===== src/rtl/regfile_pkg.sv =====
// Shared types and defaults for the multi-port register file.
// Forwarding is selected with the REGFILE_BYPASS_EN macro in regfile_rd_port.
package regfile_pkg;

  localparam int unsigned DefDataW = 32;
  localparam int unsigned DefAddrW = 5;
  localparam int unsigned DefNumRd = 2;

  typedef enum logic [0:0] {
    StIdle,
    StClear
  } state_e;

  localparam logic [DefDataW-1:0] ZeroWord = '0;

endpackage


===== src/rtl/regfile_rd_port.sv =====
// One combinational read port: reset/busy/enable/zero-register masking plus optional
// same-cycle write forwarding when REGFILE_BYPASS_EN is defined.
module regfile_rd_port
  import regfile_pkg::*;
#(
  parameter int unsigned DATA_W   = DefDataW,
  parameter int unsigned ADDR_W   = DefAddrW,
  parameter int unsigned ZERO_REG = 1
) (
  input  logic              rst,
  input  logic              i_busy,
  input  logic              i_re,
  input  logic [ADDR_W-1:0] i_raddr,
  input  logic [DATA_W-1:0] i_arr_data,
  input  logic              i_we,
  input  logic [ADDR_W-1:0] i_waddr,
  input  logic [DATA_W-1:0] i_wdata,
  output logic [DATA_W-1:0] o_rdata
);

  logic w_zero_hit;

  assign w_zero_hit = (ZERO_REG != 0) && (i_raddr == '0);

`ifdef REGFILE_BYPASS_EN
  logic w_bypass_hit;

  // The zero-register check on waddr is implied: a zero hit on raddr wins first.
  assign w_bypass_hit = i_we && !i_busy && (i_raddr == i_waddr);
`else
  logic w_unused_wr;

  assign w_unused_wr = ^{i_we, i_waddr, i_wdata};
`endif

  always_comb begin
    o_rdata = '0;
    if (rst || i_busy || !i_re) begin
      o_rdata = '0;
    end else if (w_zero_hit) begin
      o_rdata = '0;
`ifdef REGFILE_BYPASS_EN
    end else if (w_bypass_hit) begin
      o_rdata = i_wdata;
`endif
    end else begin
      o_rdata = i_arr_data;
    end
  end

endmodule


===== src/rtl/regfile_mp.sv =====
// Parametrised multi-read-port register file with a sequential clear engine.
// Define REGFILE_BYPASS_EN to forward same-cycle write data to the read ports.
module regfile_mp
  import regfile_pkg::*;
#(
  parameter int unsigned DATA_W   = DefDataW,
  parameter int unsigned ADDR_W   = DefAddrW,
  parameter int unsigned NUM_RD   = DefNumRd,
  parameter int unsigned ZERO_REG = 1
) (
  input  logic                     clk,
  input  logic                     rst,
  input  logic                     i_we,
  input  logic [ADDR_W-1:0]        i_waddr,
  input  logic [DATA_W-1:0]        i_wdata,
  input  logic [NUM_RD-1:0]        i_re,
  input  logic [NUM_RD*ADDR_W-1:0] i_raddr,
  output logic [NUM_RD*DATA_W-1:0] o_rdata,
  input  logic                     i_clr_req,
  output logic                     o_busy
);

  localparam int unsigned DEPTH = 2 ** ADDR_W;

  state_e              r_state;
  state_e              w_state_nxt;
  logic [ADDR_W-1:0]   r_ptr;
  logic                r_busy;
  logic                w_clr_we;
  logic                w_user_we;
  logic                w_wr_zero;
  logic [DATA_W-1:0]   r_mem [DEPTH];
  logic [DATA_W-1:0]   w_arr_rd [NUM_RD];

  always_comb begin
    w_state_nxt = r_state;
    w_clr_we    = 1'b0;
    unique case (r_state)
      StIdle: begin
        if (i_clr_req) begin
          w_state_nxt = StClear;
        end
      end
      StClear: begin
        w_clr_we = 1'b1;
        // Last entry is written this cycle; no extra terminal cycle.
        if (&r_ptr) begin
          w_state_nxt = StIdle;
        end
      end
      default: w_state_nxt = StIdle;
    endcase
  end

  always_ff @(posedge clk) begin
    if (rst) begin
      r_state <= StClear;
      r_ptr   <= '0;
      r_busy  <= 1'b1;
    end else begin
      r_state <= w_state_nxt;
      r_busy  <= (w_state_nxt == StClear);
      r_ptr   <= (r_state == StClear) ? r_ptr + 1'b1 : '0;
    end
  end

  assign o_busy    = r_busy;
  assign w_wr_zero = (ZERO_REG != 0) && (i_waddr == '0);
  assign w_user_we = i_we && (r_state == StIdle) && !w_wr_zero;

  // No reset on the array: the clear engine initialises every entry.
  always_ff @(posedge clk) begin
    if (!rst) begin
      if (w_clr_we) begin
        r_mem[r_ptr] <= ZeroWord[DATA_W-1:0];
      end else if (w_user_we) begin
        r_mem[i_waddr] <= i_wdata;
      end
    end
  end

  for (genvar g = 0; g < NUM_RD; g++) begin : g_rd_port
    assign w_arr_rd[g] = r_mem[i_raddr[g*ADDR_W +: ADDR_W]];

    regfile_rd_port #(
      .DATA_W   (DATA_W),
      .ADDR_W   (ADDR_W),
      .ZERO_REG (ZERO_REG)
    ) u_rd_port (
      .rst        (rst),
      .i_busy     (r_busy),
      .i_re       (i_re[g]),
      .i_raddr    (i_raddr[g*ADDR_W +: ADDR_W]),
      .i_arr_data (w_arr_rd[g]),
      .i_we       (i_we),
      .i_waddr    (i_waddr),
      .i_wdata    (i_wdata),
      .o_rdata    (o_rdata[g*DATA_W +: DATA_W])
    );
  end

endmodule


===== config.mk =====
export PLATFORM = sky130hd
export DESIGN_NAME = regfile_mp
export DESIGN_NICKNAME = d
export VERILOG_FILES = /design/src/rtl/regfile_pkg.sv /design/src/rtl/regfile_rd_port.sv /design/src/rtl/regfile_mp.sv
export SDC_FILE = /design/constraint.sdc
export NUM_CORES = 1
export LEC_CHECK = 0
export BUFFER_PORTS_ARGS = -buffer_cell sky130_fd_sc_hd__buf_2
export CORE_ASPECT_RATIO = 0.9
export CORE_MARGIN = 2
export CORE_UTILIZATION = 30
export DETAILED_ROUTE_END_ITERATION = 12
export GPL_TIMING_DRIVEN = 1
export PLACE_DENSITY_LB_ADDON = 0.1
export RECOVER_POWER = 25
export SLEW_MARGIN = 20
export SYNTH_ARGS = -nofsm -noshare
export SYNTH_HDL_FRONTEND = slang
export SYNTH_SLANG_ARGS = --single-unit
export TNS_END_PERCENT = 100

===== constraint.sdc =====
create_clock -name clk -period 6.7 [get_ports clk]
set_input_delay 1.005 -clock clk [delete_from_list [all_inputs] [get_ports clk]]
set_output_delay 1.005 -clock clk [all_outputs]
set_load 0.03 [all_outputs]

==> impl_summary.txt, run 1 <==
----------------------------------------------------
[Outcome]
  Outcome ... finished with violations
  Violated checks ... max-capacitance violations, max-slew violations

[Run]
  MaxCap Viol Count ... 19

[Global route]
  Wire length of the first global-routing pass ... 242.0 mm
  Antenna violations before repair ... 6
  Largest net degree at the start of global routing ... 77
  Total routing resource utilization after global routing ... 20.70%
  Number of global-route vias before repair ... 29.93k
  Total global routing overflow ... 0

[Logic synthesis]
  Post-synthesis net count ... 2783
  Cell Area, Synth ... 48950 um2
  Number of synthesized flops with an enable pin ... 1024
  Commonest register cell after synthesis ... edfxtp_1
  Register bit count reported by yosys ... 1030
  Number of distinct library cells after synthesis ... 50
  Yosys warns ... 0
  Post-synthesis sequential area ratio ... 63.06%
  Instance count of the mapped netlist ... 2728
  Yosys top cell area share ... 62.82%
  Synth area leader ... edfxtp_1
  Async set-or-reset flop fraction in the synthesized netlist ... 0%
  Average cell area after synthesis ... 17.94 um2
  Leading cell types by total area after synthesis ... edfxtp_1, mux4_2, mux2i_1, mux2_2, and2_1

[Final layout]
  Fillers ... 15.23k
  Final design utilization ... 34.69%
  Area taken by multi-input logic gates ... 17260 um2
  Area overhead of the layout relative to synthesis ... 14.68%
  Finished Layout Cells ... 5081
  Nets ... 2907
  Most common cell after layout, fill and taps aside ... edfxtp_1
  Most frequent cells in the layout ... edfxtp_1, mux4_2, mux2i_1
  Share of cells above drive strength 1 ... 31.88%
  Area of all sequential standard cells ... 30870 um2
  Final std cell area, no fill ... 56140 um2

[Power]
  Post-route total power ... 14.40 mW
  Leak Pwr ... 16.56 nW
  Switching power share of the total ... 22.43%
  Sw Pwr ... 3.229 mW
  Areal power density over the cells ... 256.5 nW/um2
  Internal power component ... 11.17 mW
  Maximum vdd ir drop ... 221.3 uV
  Combinational power share ... 6.0%
  Part of the power in the clock network ... 45.0%
  Sequential share of power ... 49.0%

[Detailed routing]
  Average wire per standard cell ... 34.46 um
  Iter 0 DRT Violations ... 2399
  Final wirelength ... 175.1 mm
  Average vias per placed instance ... 5.588
  ANT nets after route ... 0
  Via count ... 28.39k
  Detailed-route DRC error count ... 0
  Total iterations of the first detailed-routing run ... 5

[Min path]
  Hold/Removal Path Class ... primary input to flip-flop

[Placed design]
  Total half-perimeter wirelength after legalization and detailed placement ... 103.8 mm
  Count of port buffers added during placement ... 117
  Placed instance area ... 52470 um2
  Setup WS pre-CTS ... 1.508 ns
  DP Cell Count ... 4861
  Routability-driven placement congestion ratio ... 0.7746

[Worst setup path]
  Top fanout value on the critical path ... 27
  Crit Path Class ... flip-flop to flip-flop
  Sort of element at the start of the critical path ... flip-flop
  Element type at the critical path end ... flip-flop
  Endpoint arrival time on the critical path ... 6.07 ns
  Cell-by-cell trace of the critical path ... nor3b_1, clkbuf_1, a21boi_0, clkbuf_1, o31a_1, nor2_4, buf_4
  Critical path's largest stage delay ... 1.82 ns
  Slowest cell on the critical path ... clkbuf_1
  CP dominant cell by count ... clkbuf_1
  CP required ... 7.06 ns

[Floorplanning]
  Boundary Pins ... 118
  Core area ... 161900 um2
  Die width ... 429.8 um
  Vert. Die Dim ... 387.2 um
  Number of rows created at floorplan ... 140
  Die Area ... 166400 um2
  Effective utilization at floorplan ... 30.24%

[Clock network]
  Max clock buf depth ... 3
  Number of buffers created by CTS ... 119
  Number of sinks driven by the clock tree ... 1030
  TritonCTS clock tree ... done
  Hold-fix buffers at CTS ... 0
  Count of cells resized by post-cts repair ... 0
  Insertion delay to the later sink of the worst-skew pair ... 0.74 ns
  Number of buffers inserted to repair setup after CTS ... 0
  Clock-pin slew on the worst setup and hold paths ... 0.07 ns
  Clock tree root buffer cell ... clkbuf_16
  Depth of the CTS H-tree ... 3

[STA]
  Max transition margin ... -67.78%
  Worst-case setup margin in the final layout ... 0.9923 ns
  Setup violators final ... 0
  Final hold slack ... 0.5125 ns
  Hold violation count in the final report ... 0
  Worst Clk Skew ... 0.02955 ns
  Unrepaired setup endpoints after global routing ... no
  FMAX ... 175.2 MHz
  Final critical-path share of the clock period ... 85.19%
  Slew Viols, Final ... 437
  Fin Setup TNS ... 0 ns
  Worst-margin pin slew ... 2.517 ns
  Final worst path period need ... 5.708 ns

----------------------------------------------------
## cells in the mapped netlist, types with 17 or more instances
cell / n
edfxtp_1: 1024
buf_4: 27
o211ai_1: 62
o21ai_0: 46
nor2_1: 104
a22oi_1: 62
clkbuf_1: 92
mux2i_1: 259
o21ai_1: 24
buf_2: 68
buf_1: 17
and2_1: 97
nor3b_1: 67
nand2_1: 66
a221oi_1: 62
mux2_2: 123
a21oi_1: 62
mux4_2: 385
## critical path: cells and delay by family, from the launching register on
kind | cells | cell delay, ns
flip-flops | 1 | 0.40
AND/OR/NAND/NOR | 2 | 0.46
buffers and inverters | 3 | 2.73
AO/OA/AOI/OAI | 2 | 1.66
## flip-flops by register name, summed over array words and instances, names as in the netlist
signal and count:
r_mem 1024, o_busy 1, r_ptr 5
## layout make-up
class | instances | share of cell area, %
Clock inverter | 67 | 1.270
Timing Repair Buffer | 218 | 2.652
Clock buffer | 151 | 5.556
Multi-Input combinational cell | 1477 | 30.74
Tap cell | 2130 | 4.747
Sequential cell | 1030 | 54.99
Antenna cell | 2 | 0.008915
Inverter | 6 | 0.04012
## power groups by stage
stage / clock network, mW / registers (mW) / logic, mW
after global placement: 0 / 7.18 / 0.877
after detailed placement: 0 / 7.18 / 0.879
after global routing: 6.86 / 7.05 / 0.906
after CTS: 6.63 / 7.05 / 0.881
after floorplan: 0 / 7.18 / 0.574
final: 6.49 / 7.05 / 0.863
## per-layer routing
layer | vias to the layer above | part of all wire, % | GRT usage (%)
met5 | - | 0.021 | 0
li1 | 11690 | - | -
met3 | 249 | 4.3 | 2.736
met1 | 15680 | 44 | 27.78
met4 | 6 | 3.3 | 6.447
met2 | 775 | 49 | 34.82
## path summary, 6_finish.rpt
kind | endpoint | cells past startpoint | slack [ns] | start
min | o_busy$_SDFF_PP1_ | 3 | 0.51 | i_clr_req
min reg2reg | r_ptr[0]$_SDFF_PN0_ | 1 | 0.59 | r_ptr[0]$_SDFF_PN0_
max reg2reg | r_mem[15][13]$_DFFE_PP_ | 7 | 0.99 | o_busy$_SDFF_PP1_
max | r_mem[15][13]$_DFFE_PP_ | 7 | 0.99 | o_busy$_SDFF_PP1_
## cells by family (layout without fill, tap and decap cells)
family          count (synthesis)  in the layout  share of synthesized area [%]
flops                        1030           1030                          63.06
mux                           767            767                          25.84
other cells                     0              2                              0
buf+inv                       221            442                          2.244
xor+xnor                        2              2                        0.03579
simple gates                  368            368                          4.082
fa+ha+maj                       2              2                        0.05111
compound gates                338            338                          4.688
(Power assumes the default switching activity.)
==> inputs of run 2 (changes only) <==
--- a/config.mk
+++ b/config.mk
@@ -7,7 +7,7 @@
 export LEC_CHECK = 0
 export BUFFER_PORTS_ARGS = -buffer_cell sky130_fd_sc_hd__buf_2
 export CORE_ASPECT_RATIO = 0.9
-export CORE_MARGIN = 2
+export CORE_MARGIN = 4
 export CORE_UTILIZATION = 30
 export DETAILED_ROUTE_END_ITERATION = 12
 export GPL_TIMING_DRIVEN = 1
==> run 2 against run 1 <==
The run still ends with max-capacitance violations, max-slew violations left. Sequential share of layout area increased by 0.087 points. Die area increased by 2.0%. Global-route usage about the same. Via count increased by 0.30%. Largest power group unchanged.
==> impl_summary.txt, run 2 (synthesized netlist as in run 1, its figures left out) <==
----------------------------------------------------
[Floorplanning]
  Number of rows created at floorplan ... 140 (unchanged)
  Boundary Pins ... 118 (unchanged)
  Vert. Die Dim ... 391.2 um (was 387.2 um)
  Effective utilization at floorplan ... 30.21% (was 30.24%)
  Core area ... 162000 um2 (was 161900 um2)
  Die width ... 433.8 um (was 429.8 um)
  Die Area ... 169700 um2 (was 166400 um2)

[Final layout]
  Flip-flop count of the largest register, all copies and words added ... 1024 (unchanged)
  Nets ... 2905 (was 2907)
  Final std cell area, no fill ... 56050 um2 (was 56140 um2)
  Most common cell after layout, fill and taps aside ... edfxtp_1 (unchanged)
  Final design utilization ... 34.59% (was 34.69%)
  Area overhead of the layout relative to synthesis ... 14.50% (was 14.68%)
  Most frequent cells in the layout ... edfxtp_1, mux4_2, mux2i_1 (unchanged)
  Largest Register ... r_mem (unchanged)
  Share of cells above drive strength 1 ... 31.50% (was 31.88%)

[Detailed routing]
  Iter 0 DRT Violations ... 2817 (was 2399)
  Via count ... 28.48k (was 28.39k)
  Final wirelength ... 177.4 mm (was 175.1 mm)
  Detailed-route DRC error count ... 0 (unchanged)
  Average wire per standard cell ... 34.95 um (was 34.46 um)
  ANT nets after route ... 0 (unchanged)
  Total iterations of the first detailed-routing run ... 7 (was 5)
  Average vias per placed instance ... 5.609 (was 5.588)

[STA]
  Max transition margin ... -120.3% (was -67.78%)
  Fin Setup TNS ... 0 ns (unchanged)
  FMAX ... 192.9 MHz (was 175.2 MHz)
  Unrepaired setup endpoints after global routing ... no (unchanged)
  Final worst path period need ... 5.185 ns (was 5.708 ns)
  Setup violators final ... 0 (unchanged)
  Slew Viols, Final ... 522 (was 437)
  Final critical-path share of the clock period ... 77.39% (was 85.19%)
  Worst Clk Skew ... 0.02024 ns (was 0.02955 ns)
  Worst-margin pin slew ... 3.304 ns (was 2.517 ns)
  Worst-case setup margin in the final layout ... 1.515 ns (was 0.9923 ns)
  Hold violation count in the final report ... 0 (unchanged)

[Clock network]
  Depth of the CTS H-tree ... 3 (unchanged)
  Max clock buf depth ... 3 (unchanged)
  Clock-pin slew on the worst setup and hold paths ... 0.06 ns (was 0.07 ns)
  Number of sinks driven by the clock tree ... 1030 (unchanged)
  Number of buffers inserted to repair setup after CTS ... 0 (unchanged)
  TritonCTS clock tree ... done (unchanged)
  Count of cells resized by post-cts repair ... 0 (unchanged)
  Clock tree root buffer cell ... clkbuf_16 (unchanged)
  Hold-fix buffers at CTS ... 0 (unchanged)
  Number of buffers created by CTS ... 119 (unchanged)
  Insertion delay to the later sink of the worst-skew pair ... 0.72 ns (was 0.74 ns)

[Power]
  Leak Pwr ... 16.51 nW (was 16.56 nW)
  Maximum vdd ir drop ... 209.2 uV (was 221.3 uV)
  Areal power density over the cells ... 252.1 nW/um2 (was 256.5 nW/um2)

[Placed design]
  Routability-driven placement congestion ratio ... 0.7705 (was 0.7746)
  Count of port buffers added during placement ... 117 (unchanged)
  Total half-perimeter wirelength after legalization and detailed placement ... 105.7 mm (was 103.8 mm)
  Placed instance area ... 52530 um2 (was 52470 um2)
  Setup WS pre-CTS ... 1.550 ns (was 1.508 ns)

[Worst setup path]
  Endpoint arrival time on the critical path ... 4.18 ns (was 6.07 ns)
  Sort of element at the start of the critical path ... flip-flop (unchanged)
  Crit Path Class ... flip-flop to output pin (was flip-flop to flip-flop)
  Element type at the critical path end ... output pin (was flip-flop)
  Top fanout value on the critical path ... 19 (was 27)
  CP required ... 5.69 ns (was 7.06 ns)

[Global route]
  Number of global-route vias before repair ... 30.07k (was 29.93k)
  Antenna violations before repair ... 5 (was 6)
  Wire length of the first global-routing pass ... 245.5 mm (was 242.0 mm)
  Total global routing overflow ... 0 (unchanged)
  Total routing resource utilization after global routing ... 20.71% (was 20.70%)
  Largest net degree at the start of global routing ... 102 (was 77)

[Outcome]
  Violated checks ... max-capacitance violations, max-slew violations (unchanged)
  Outcome ... finished with violations (unchanged)

[Run]
  MaxCap Viol Count ... 24 (was 19)

[Min path]
  Hold/Removal Path Class ... primary input to flip-flop (unchanged)

----------------------------------------------------
-- run 2: cell types whose count changed in the layout (fill, tap and decap cells not counted), moves of 3 or more --
cell	delta
bufinv_16	-9
clkinv_2	-9
buf_12	+8
buf_4	-8
clkinv_1	+8
clkbuf_16	+5
clkbuf_1	-3
clkbuf_8	+3
-- run 2: power by group --
group / internal, mW / switching [mW]
clock: 3.56 / 2.68
sequential: 7.03 / 0.0191
combinational: 0.360 / 0.488
total: 10.9 / 3.18
-- run 2: worst paths after layout --
check	slack, ns	start	depth (start not counted)	to
min reg2reg	0.60	r_ptr[0]$_SDFF_PN0_	1	r_ptr[0]$_SDFF_PN0_
max	1.51	o_busy$_SDFF_PP1_	6	o_rdata[42]
max reg2reg	1.56	o_busy$_SDFF_PP1_	5	r_mem[0][5]$_DFFE_PP_
min	0.52	i_clr_req	3	o_busy$_SDFF_PP1_
-- run 2: through the flow --
stage	power, mW	instances	hold WS, ns
after global placement	8.048	4855	0.5437
after global routing	14.59	5073	0.4952
after CTS	14.29	5072	0.4596
after floorplan	7.751	2728	0.4879
after detailed placement	8.053	4858	0.5867
final	14.13	5077	0.5178
-- run 2: final cells by class --
| cell class | count | area, um2 |
|---|---|---|
| fill | 15190 | 106000 |
| sequential | 1030 | 30870 |
| multi-input combinational | 1477 | 17240 |
| clock buffer | 158 | 3282 |
| tap | 2130 | 2665 |
| timing repair buffer | 216 | 1582 |
| clock inverter | 56 | 381.6 |
| inverter | 6 | 22.52 |
| antenna | 4 | 10.01 |
-- run 2: critical path: stages (launching register included) --
cell      delay (ns)
dfxtp_1         0.40
nor4b_1         0.80
and2_2          0.88
buf_4           0.42
o21ai_0         0.15
o211ai_1        0.42
buf_2           0.34
-- run 2: per-layer routing --
metal  GRT usage (%)  part of all wire (%)  vias to the layer above
li1                -                     -                    11660
met1           27.52                    42                    15600
met2           35.26                    50                      975
met3           3.026                   5.1                      241
met4           6.013                   2.9                        0
met5               0                     0                        -
